## config.mk

```make
export PLATFORM = sky130hd
export DESIGN_NAME = viterbi_frame_ctrl_flat
export DESIGN_NICKNAME = d
export VERILOG_FILES = /design/src/rtl/viterbi_frame_ctrl_if.sv /design/src/rtl/viterbi_frame_ctrl.sv /design/src/flat_wrapper.sv
export SDC_FILE = /design/constraint.sdc
export NUM_CORES = 1
export LEC_CHECK = 0
export ABC_AREA = 0
export BUFFER_PORTS_ARGS = -buffer_cell sky130_fd_sc_hd__buf_4
export CORE_MARGIN = 1
export CORE_UTILIZATION = 53
export CTS_CLUSTER_DIAMETER = 150
export DETAILED_ROUTE_END_ITERATION = 8
export PLACE_DENSITY = 0.78
export SLEW_MARGIN = 20
export SYNTH_ARGS = -nofsm -noshare
export SYNTH_HDL_FRONTEND = slang
export SYNTH_SLANG_ARGS = --single-unit
```

## constraint.sdc

```tcl
create_clock -name clk -period 2.4 [get_ports clk]
set_input_delay 0.48 -clock clk [delete_from_list [all_inputs] [get_ports clk]]
set_output_delay 0.48 -clock clk [all_outputs]
set_load 0.03 [all_outputs]
```

## src/rtl/viterbi_frame_ctrl_if.sv

```systemverilog
// Frame-control bus between the Viterbi frame sequencer and its surroundings.
// Carries:
//   - the symbol handshake;
//   - the ACS path metrics and the survivor-memory predecessors;
//   - the datapath enables;
//   - the decoded-bit stream.
// The sequencer sits on the slave modport; the upstream / datapath side uses master.
interface viterbi_frame_ctrl_if #(
    parameter int PM_W  = 8,
    parameter int CNT_W = 4
);
    // Frame start and symbol handshake
    logic              i_start;
    logic              i_sym_valid;
    logic              o_sym_ready;

    // ACS path metrics, one per trellis state
    logic [PM_W-1:0]   i_pm_00;
    logic [PM_W-1:0]   i_pm_01;
    logic [PM_W-1:0]   i_pm_10;
    logic [PM_W-1:0]   i_pm_11;

    // Survivor-memory readout: predecessor state for each current state
    logic [1:0]        i_bck_prv_st_00;
    logic [1:0]        i_bck_prv_st_01;
    logic [1:0]        i_bck_prv_st_10;
    logic [1:0]        i_bck_prv_st_11;

    // Datapath control
    logic              o_clr;
    logic              o_en_bmu;
    logic              o_en_acs;
    logic              o_en_memory;
    logic [CNT_W-1:0]  o_stage;

    // Decoded output and status
    logic              o_bit;
    logic              o_bit_valid;
    logic              o_busy;
    logic              o_done;

    // Upstream / datapath side
    modport master (
        output i_start, i_sym_valid,
        output i_pm_00, i_pm_01, i_pm_10, i_pm_11,
        output i_bck_prv_st_00, i_bck_prv_st_01, i_bck_prv_st_10, i_bck_prv_st_11,
        input  o_sym_ready, o_clr, o_en_bmu, o_en_acs, o_en_memory, o_stage,
        input  o_bit, o_bit_valid, o_busy, o_done
    );

    // Frame sequencer side
    modport slave (
        input  i_start, i_sym_valid,
        input  i_pm_00, i_pm_01, i_pm_10, i_pm_11,
        input  i_bck_prv_st_00, i_bck_prv_st_01, i_bck_prv_st_10, i_bck_prv_st_11,
        output o_sym_ready, o_clr, o_en_bmu, o_en_acs, o_en_memory, o_stage,
        output o_bit, o_bit_valid, o_busy, o_done
    );
endinterface

```

## src/rtl/viterbi_frame_ctrl.sv

```systemverilog
// Frame sequencer and traceback walker for a 4-state (K=3), rate-1/2 Viterbi decoder.
//
// Sequence:
//   IDLE -> CLEAR -> FILL -> SELECT -> TRACE -> DONE -> IDLE
//
// Per-state behaviour:
//   - FILL:   accepts FRAME_LEN symbol pairs and pulses the BMU/ACS/survivor
//             enables once per accepted symbol.
//   - SELECT: picks the traceback start state.
//   - TRACE:  walks the survivor memory from the newest stage back to stage 0.
//             One decoded bit is emitted per stage.
//
// Optional build macro VITERBI_TB_ZERO_TAIL_EN:
//   - Defined:   frames are assumed zero-terminated, so traceback always starts
//                at state 00 and the path metrics are ignored.
//   - Undefined: traceback starts at the minimum-metric state.
//                Ties go to the lowest state index.
//
// Reset rst is asynchronous and active-low.
module viterbi_frame_ctrl #(
    parameter int FRAME_LEN = 8,
    parameter int PM_W      = 8,
    parameter int CNT_W     = 4
) (
    input  logic                 clk,
    input  logic                 rst,
    viterbi_frame_ctrl_if.slave  bus
);

    localparam logic [CNT_W-1:0] FRAME_STAGES = CNT_W'(FRAME_LEN);
    localparam logic [CNT_W-1:0] LAST_STAGE   = CNT_W'(FRAME_LEN - 1);

    typedef enum logic [2:0] {
        ST_IDLE   = 3'd0,
        ST_CLEAR  = 3'd1,
        ST_FILL   = 3'd2,
        ST_SELECT = 3'd3,
        ST_TRACE  = 3'd4,
        ST_DONE   = 3'd5
    } state_t;

    state_t           state_q, state_d;
    logic [CNT_W-1:0] stage_q, stage_d;          // FILL count, then traceback stage
    logic [CNT_W-1:0] tb_cnt_q, tb_cnt_d;        // bits still to emit in TRACE
    logic [1:0]       cur_state_q, cur_state_d;  // trellis state being traced
    logic             prime_q, prime_d;          // first TRACE cycle: memory read in flight
    logic             bit_q, bit_d;
    logic             bit_valid_q, bit_valid_d;

    logic             accept;
    logic [1:0]       prv_sel;
    logic [1:0]       start_state;

    // A symbol is taken only while filling and upstream offers one
    assign accept = (state_q == ST_FILL) && bus.i_sym_valid;

`ifdef VITERBI_TB_ZERO_TAIL_EN
    // Zero-terminated frames always end in state 00
    assign start_state = 2'b00;
`else
    logic [PM_W-1:0] min_pm;

    // Unsigned argmin over the four path metrics.
    // Strict less-than keeps the lower index on a tie.
    always_comb begin
        start_state = 2'b00;
        min_pm      = bus.i_pm_00;
        if (bus.i_pm_01 < min_pm) begin
            start_state = 2'b01;
            min_pm      = bus.i_pm_01;
        end
        if (bus.i_pm_10 < min_pm) begin
            start_state = 2'b10;
            min_pm      = bus.i_pm_10;
        end
        if (bus.i_pm_11 < min_pm) begin
            start_state = 2'b11;
            min_pm      = bus.i_pm_11;
        end
    end
`endif

    // Pick the survivor predecessor belonging to the state currently being traced
    always_comb begin
        prv_sel = bus.i_bck_prv_st_00;
        case (cur_state_q)
            2'b00:   prv_sel = bus.i_bck_prv_st_00;
            2'b01:   prv_sel = bus.i_bck_prv_st_01;
            2'b10:   prv_sel = bus.i_bck_prv_st_10;
            default: prv_sel = bus.i_bck_prv_st_11;
        endcase
    end

    // Next-state and counter logic for the frame sequence
    always_comb begin
        state_d     = state_q;
        stage_d     = stage_q;
        tb_cnt_d    = tb_cnt_q;
        cur_state_d = cur_state_q;
        prime_d     = prime_q;
        bit_d       = bit_q;
        bit_valid_d = 1'b0;

        case (state_q)
            ST_IDLE: begin
                if (bus.i_start) begin
                    state_d = ST_CLEAR;
                end
            end

            ST_CLEAR: begin
                stage_d = '0;
                state_d = ST_FILL;
            end

            ST_FILL: begin
                if (accept) begin
                    // The fill count stops at FRAME_LEN and never wraps
                    if (stage_q != FRAME_STAGES) begin
                        stage_d = stage_q + 1'b1;
                    end
                    if (stage_q == LAST_STAGE) begin
                        state_d = ST_SELECT;
                    end
                end
            end

            ST_SELECT: begin
                cur_state_d = start_state;
                tb_cnt_d    = FRAME_STAGES;
                stage_d     = LAST_STAGE;
                prime_d     = 1'b1;
                state_d     = ST_TRACE;
            end

            ST_TRACE: begin
                if (prime_q) begin
                    // Survivor memory has one cycle of read latency: wait for the data
                    prime_d = 1'b0;
                end else begin
                    bit_d       = cur_state_q[1];
                    bit_valid_d = 1'b1;
                    cur_state_d = prv_sel;
                    if (stage_q != '0) begin
                        stage_d = stage_q - 1'b1;
                    end
                    if (tb_cnt_q != '0) begin
                        tb_cnt_d = tb_cnt_q - 1'b1;
                    end
                    if (tb_cnt_q <= CNT_W'(1)) begin
                        state_d = ST_DONE;
                    end
                end
            end

            ST_DONE: begin
                state_d = ST_IDLE;
            end

            default: begin
                state_d = ST_IDLE;
            end
        endcase
    end

    // State and counter registers; an asynchronous reset abandons any frame in progress
    always_ff @(posedge clk or negedge rst) begin
        if (!rst) begin
            state_q     <= ST_IDLE;
            stage_q     <= '0;
            tb_cnt_q    <= '0;
            cur_state_q <= 2'b00;
            prime_q     <= 1'b0;
            bit_q       <= 1'b0;
            bit_valid_q <= 1'b0;
        end else begin
            state_q     <= state_d;
            stage_q     <= stage_d;
            tb_cnt_q    <= tb_cnt_d;
            cur_state_q <= cur_state_d;
            prime_q     <= prime_d;
            bit_q       <= bit_d;
            bit_valid_q <= bit_valid_d;
        end
    end

    // Control outputs are decoded from state.
    // Only the FILL enables also look at i_sym_valid.
    assign bus.o_sym_ready = (state_q == ST_FILL);
    assign bus.o_clr       = (state_q == ST_CLEAR);
    assign bus.o_en_bmu    = accept;
    assign bus.o_en_acs    = accept;
    assign bus.o_en_memory = accept || (state_q == ST_TRACE);
    assign bus.o_busy      = (state_q != ST_IDLE);
    assign bus.o_done      = (state_q == ST_DONE);
    assign bus.o_stage     = stage_q;
    assign bus.o_bit       = bit_q;
    assign bus.o_bit_valid = bit_valid_q;

endmodule

```

## src/flat_wrapper.sv

```systemverilog
// flat-port wrapper written by rule: the top's interface ports become plain ports
module viterbi_frame_ctrl_flat 
#(
    parameter int FRAME_LEN = 8,
    parameter int PM_W      = 8,
    parameter int CNT_W     = 4
)
  (clk, rst, bus_i_start, bus_i_sym_valid, bus_i_pm_00, bus_i_pm_01, bus_i_pm_10, bus_i_pm_11, bus_i_bck_prv_st_00, bus_i_bck_prv_st_01, bus_i_bck_prv_st_10, bus_i_bck_prv_st_11, bus_o_sym_ready, bus_o_clr, bus_o_en_bmu, bus_o_en_acs, bus_o_en_memory, bus_o_stage, bus_o_bit, bus_o_bit_valid, bus_o_busy, bus_o_done);
  viterbi_frame_ctrl_if #(.PM_W(PM_W), .CNT_W(CNT_W)) bus_i ();
  input  logic clk;
  input  logic rst;
  input wire logic [$bits(bus_i.i_start)-1:0] bus_i_start;
  input wire logic [$bits(bus_i.i_sym_valid)-1:0] bus_i_sym_valid;
  input wire logic [$bits(bus_i.i_pm_00)-1:0] bus_i_pm_00;
  input wire logic [$bits(bus_i.i_pm_01)-1:0] bus_i_pm_01;
  input wire logic [$bits(bus_i.i_pm_10)-1:0] bus_i_pm_10;
  input wire logic [$bits(bus_i.i_pm_11)-1:0] bus_i_pm_11;
  input wire logic [$bits(bus_i.i_bck_prv_st_00)-1:0] bus_i_bck_prv_st_00;
  input wire logic [$bits(bus_i.i_bck_prv_st_01)-1:0] bus_i_bck_prv_st_01;
  input wire logic [$bits(bus_i.i_bck_prv_st_10)-1:0] bus_i_bck_prv_st_10;
  input wire logic [$bits(bus_i.i_bck_prv_st_11)-1:0] bus_i_bck_prv_st_11;
  output wire logic [$bits(bus_i.o_sym_ready)-1:0] bus_o_sym_ready;
  output wire logic [$bits(bus_i.o_clr)-1:0] bus_o_clr;
  output wire logic [$bits(bus_i.o_en_bmu)-1:0] bus_o_en_bmu;
  output wire logic [$bits(bus_i.o_en_acs)-1:0] bus_o_en_acs;
  output wire logic [$bits(bus_i.o_en_memory)-1:0] bus_o_en_memory;
  output wire logic [$bits(bus_i.o_stage)-1:0] bus_o_stage;
  output wire logic [$bits(bus_i.o_bit)-1:0] bus_o_bit;
  output wire logic [$bits(bus_i.o_bit_valid)-1:0] bus_o_bit_valid;
  output wire logic [$bits(bus_i.o_busy)-1:0] bus_o_busy;
  output wire logic [$bits(bus_i.o_done)-1:0] bus_o_done;
  assign bus_i.i_start = bus_i_start;
  assign bus_i.i_sym_valid = bus_i_sym_valid;
  assign bus_i.i_pm_00 = bus_i_pm_00;
  assign bus_i.i_pm_01 = bus_i_pm_01;
  assign bus_i.i_pm_10 = bus_i_pm_10;
  assign bus_i.i_pm_11 = bus_i_pm_11;
  assign bus_i.i_bck_prv_st_00 = bus_i_bck_prv_st_00;
  assign bus_i.i_bck_prv_st_01 = bus_i_bck_prv_st_01;
  assign bus_i.i_bck_prv_st_10 = bus_i_bck_prv_st_10;
  assign bus_i.i_bck_prv_st_11 = bus_i_bck_prv_st_11;
  assign bus_o_sym_ready = bus_i.o_sym_ready;
  assign bus_o_clr = bus_i.o_clr;
  assign bus_o_en_bmu = bus_i.o_en_bmu;
  assign bus_o_en_acs = bus_i.o_en_acs;
  assign bus_o_en_memory = bus_i.o_en_memory;
  assign bus_o_stage = bus_i.o_stage;
  assign bus_o_bit = bus_i.o_bit;
  assign bus_o_bit_valid = bus_i.o_bit_valid;
  assign bus_o_busy = bus_i.o_busy;
  assign bus_o_done = bus_i.o_done;
  viterbi_frame_ctrl #(.FRAME_LEN(FRAME_LEN), .PM_W(PM_W), .CNT_W(CNT_W)) u_core (.clk(clk), .rst(rst), .bus(bus_i));
endmodule
```

==> flow_metrics.py <==
metrics = {
    "timing": {
        "rsz0062_at_grt": "yes",
        "setup_viol": 3,
        "fmax_mhz": 210,
        "setup_tns_ns": -4.63,
        "min_period_ns": 4.77,
        "slew_headroom_pct": 62.5,
        "skew_ns": 0.00275,
        "hold_violations": 0,
        "setup_slack_ns": -2.37,
        "worst_pin_slew_ns": 0.562,
        "drv_slew": 0,
        "finalCritPeriodShare_pct": 199,
    },
    "pwr": {
        "p_comb_share_pct": 72.6,
        "pwr-share-seq_pct": 20.4,
        "swShare_pct": 49.6,
        "p_sw_uw": 1380,
        "p_per_area_mw_per_mm2": 895,
        "p_clk_share_pct": 7.1,
        "p_leak_uw": 0.00145,
        "p_int_uw": 1410,
        "peakVddDrop_mv": 0.942,
    },
    "critical_path": {
        "worstPathMaxFanout": 4,
        "arrival_ns": 4.98,
        "critPathKind": "input port to flop",
        "worst_ep_required_time_ns": 2.61,
        "start_kind": "input port",
        "ff2ff_setup_slack_ns": 0.16,
        "endpoint_kind": "flop",
        "worst_r2r_path_depth": 7,
    },
    "floorplan": {
        "die_x_um": 62.5,
        "core.rowCount": 21,
        "fp.dieH_um": 62.5,
        "coreArea_mm2": 0.00342,
        "io_pins": 57,
        "die_area_mm2": 0.00390,
        "start_util_pct": 56.7,
    },
    "logic_synthesis": {
        "syn_nets": 291,
        "syn_inst": 220,
        "synth_flop_cell": "dfrtp_1",
        "synth_top_family_by_area": "compound AO/OA/AOI/OAI gates",
        "yosysSeqAreaShare_pct": 20.7,
        "synth_compound_area_share_pct": 21.4,
        "synthAdderAreaFrac_pct": 18.3,
        "synth_xor_area_share_pct": 1.36,
        "yosysWarnings": 0,
        "postSynthAreaPerCell_um2": 8.81,
        "synth-simple-area-share_pct": 19.0,
        "syn_area_mm2": 0.00194,
        "muxShareOfSynthArea_pct": 12.5,
        "synth_edf_count": 0,
        "async_flop_share_pct": 100,
        "synth_seq_cells": 16,
        "ys_types": 55,
    },
    "detailed_routing": {
        "drtAntennaViolNets": 0,
        "vias": 2246,
        "vias_per_cell": 6.31,
        "route.detailed.drc": 0,
        "wl_um": 7440,
        "drtIter0Drc": 173,
        "post_drt_wl_per_cell_um": 20.9,
        "drt-pass1-iter-count": 5,
    },
    "grt": {
        "grt_pass1_wl_um": 9030,
        "busiest_layer": "met2",
        "grt_pass1_vias": 2051,
        "track_usage_pct": 29.1,
        "met1_usage_pct": 36.7,
        "groute.layer.met2.usage_pct": 50.1,
        "grt_use_met3_pct": 5.11,
        "grt.overflow.total": 0,
        "antenna_found_initial": 0,
        "grt_max_degree": 17,
    },
    "finish": {
        "fin_cells": 356,
        "stdcell_area_mm2": 0.00312,
        "finalNetCount": 382,
        "layout-drive-gt1-share_pct": 52.9,
        "area_delta_synth_final_pct": 61.0,
        "antennaDiodeCount": 0,
        "mostFrequentLayoutCells": "buf_4, inv_1, nand2_1",
        "fillers": 133,
        "final_common_cell": "buf_4",
    },
    "clock_network": {
        "cts.sink_count": 16,
        "htree_levels": 1,
        "cts_tree": "built",
        "cts_buffers": 3,
        "clock_path_buffers": 2,
        "clk_latency_ns": 0.31,
        "cts_root_buffer": "clkbuf_4",
        "path_clk_slew_ns": 0.10,
    },
    "placed_design": {
        "portBuffers": 56,
        "gp_congestion": 0.842,
        "dp_cells": 342,
        "hpwl_um": 4020,
        "placed_area_mm2": 0.00273,
    },
    "run": {
        "drv_cap": 0,
    },
    "outcome": {
        "status": "finished, violations left",
        "failed_checks": "negative setup slack",
    },
    "hold_path": {
        "hp-class": "input port to asynchronous set/reset pin",
    },
}
-- critical path: stages --
cell and delay [ns]:
buf_6 0.11, ha_4 0.26, nand4_1 0.17, o31ai_4 0.32, buf_6 0.19, mux2i_2 0.33, ha_1 0.30, nand4_1 0.13
a21oi_1 0.08, a2111oi_1 0.53, or2_4 0.23, buf_6 0.12, mux2_4 0.32, ha_4 0.22, a211oi_2 0.19, nor2_1 0.08
o41a_1 0.39, nor2_2 0.17, a211oi_2 0.09, o211ai_1 0.27
-- final cells by class --
| type | count | area (um^2) | share of cell area, % |
|---|---|---|---|
| Timing Repair Buffer | 93 | 786 | 25.2 |
| Sequential cell | 16 | 402 | 12.9 |
| Multi-Input combinational cell | 173 | 1720 | 55.2 |
| Inverter | 24 | 118 | 3.77 |
| Tap cell | 46 | 57.6 | 1.84 |
| Clock buffer | 4 | 36.3 | 1.16 |
-- metal layers --
| layer | vias to the layer above | wire length, um | share of wire [%] |
|---|---|---|---|
| li1 | 986 | - | - |
| met1 | 1069 | 2720 | 37 |
| met2 | 144 | 3700 | 50 |
| met3 | 47 | 534 | 7.2 |
| met4 | 0 | 489 | 6.6 |
| met5 | - | 0 | 0 |
-- Yosys cell counts, types with 2 or more instances --
library cell / count / area share [%]
ha_1: 26 / 17
inv_1: 24 / 4.6
dfrtp_1: 16 / 21
nand2_1: 16 / 3.1
a21oi_1: 14 / 3.6
nor2_1: 13 / 2.5
o21ai_0: 12 / 3.1
mux2i_1: 8 / 4.1
mux2_4: 7 / 5.4
nor2b_1: 6 / 1.9
a211oi_1: 5 / 1.9
o21a_1: 4 / 1.5
a21o_1: 3 / 1.2
clkbuf_1: 3 / 0.58
nand4_1: 3 / 0.97
nor3_1: 3 / 0.77
nor3b_1: 3 / 1.2
o211ai_1: 3 / 1.2
xnor2_1: 3 / 1.4
a21oi_2: 2 / 0.90
and2_1: 2 / 0.65
and4b_1: 2 / 1.0
buf_2: 2 / 0.52
mux4_2: 2 / 2.3
nand2b_1: 2 / 0.65
nand3_1: 2 / 0.52
nor4_1: 2 / 0.65
o311ai_0: 2 / 0.90
o31ai_1: 2 / 0.77
or2_2: 2 / 0.65
or4_1: 2 / 0.77
-- power groups by stage --
stage          Combinational (uW)  Clock (uW)  Sequential (uW)
2_1_floorplan                1130           0              598
3_3_place_gp                 1660           0              536
3_5_place_dp                 1710           0              539
4_1_cts                      1770         186              536
5_1_grt                      2170         206              579
6_report                     2030         197              569
-- path summary, 6_finish.rpt --
kind | start | to
worst max-delay path | bus_i_pm_01[7] | u_core.cur_state_q[0]
worst min-delay path | rst | u_core.tb_cnt_q[1]
worst max register to register | u_core.state_q[2] | u_core.tb_cnt_q[3]
worst min register to register | u_core.bus.o_bit | u_core.bus.o_bit
max in group asynchronous | rst | u_core.state_q[2]
min in group clk | u_core.bus.o_bit | u_core.bus.o_bit
-- timing repair --
item,CTS,global route
endpoints found under the hold margin,0,0
resized for setup,28,32
setup endpoints to repair,3,4
buffers inserted,6,4
pin swaps,8,12
hold buffers,0,0
-- through the flow --
step / setup slack, ns / total power (uW) / utilization [%] / hold slack [ns]
2_1_floorplan: -2.17 / 1720 / - / 0.184
3_3_place_gp: -2.51 / 2200 / 79.9 / 0.351
3_5_place_dp: -2.59 / 2250 / 79.9 / 0.350
4_1_cts: -2.19 / 2500 / 85.5 / 0.0225
5_1_grt: -2.44 / 2950 / 91.4 / 0.0107
6_report: -2.37 / 2790 / 91.4 / 0.00764
-- logic make-up (layout without fill, tap and decap cells) --
kind of cell,Yosys count,count (layout)
adder cells (fa/ha/maj),28,28
buffers and inverters,31,121
AND/OR/NAND/NOR,66,66
XOR/XNOR,3,3
multiplexers,18,18
AO/OA/AOI/OAI,58,58
flip-flops,16,16
-- sequential cells by signal, indices dropped and copies added (netlist names) --
register and flops:
u_core.bus.o_stage 4, u_core.tb_cnt_q 4, u_core.state_q 3, u_core.cur_state_q 2, u_core.bus.o_bit 1, u_core.bus.o_bit_valid 1, u_core.prime_q 1
No activity file was read; power rests on OpenSTA's default activity.
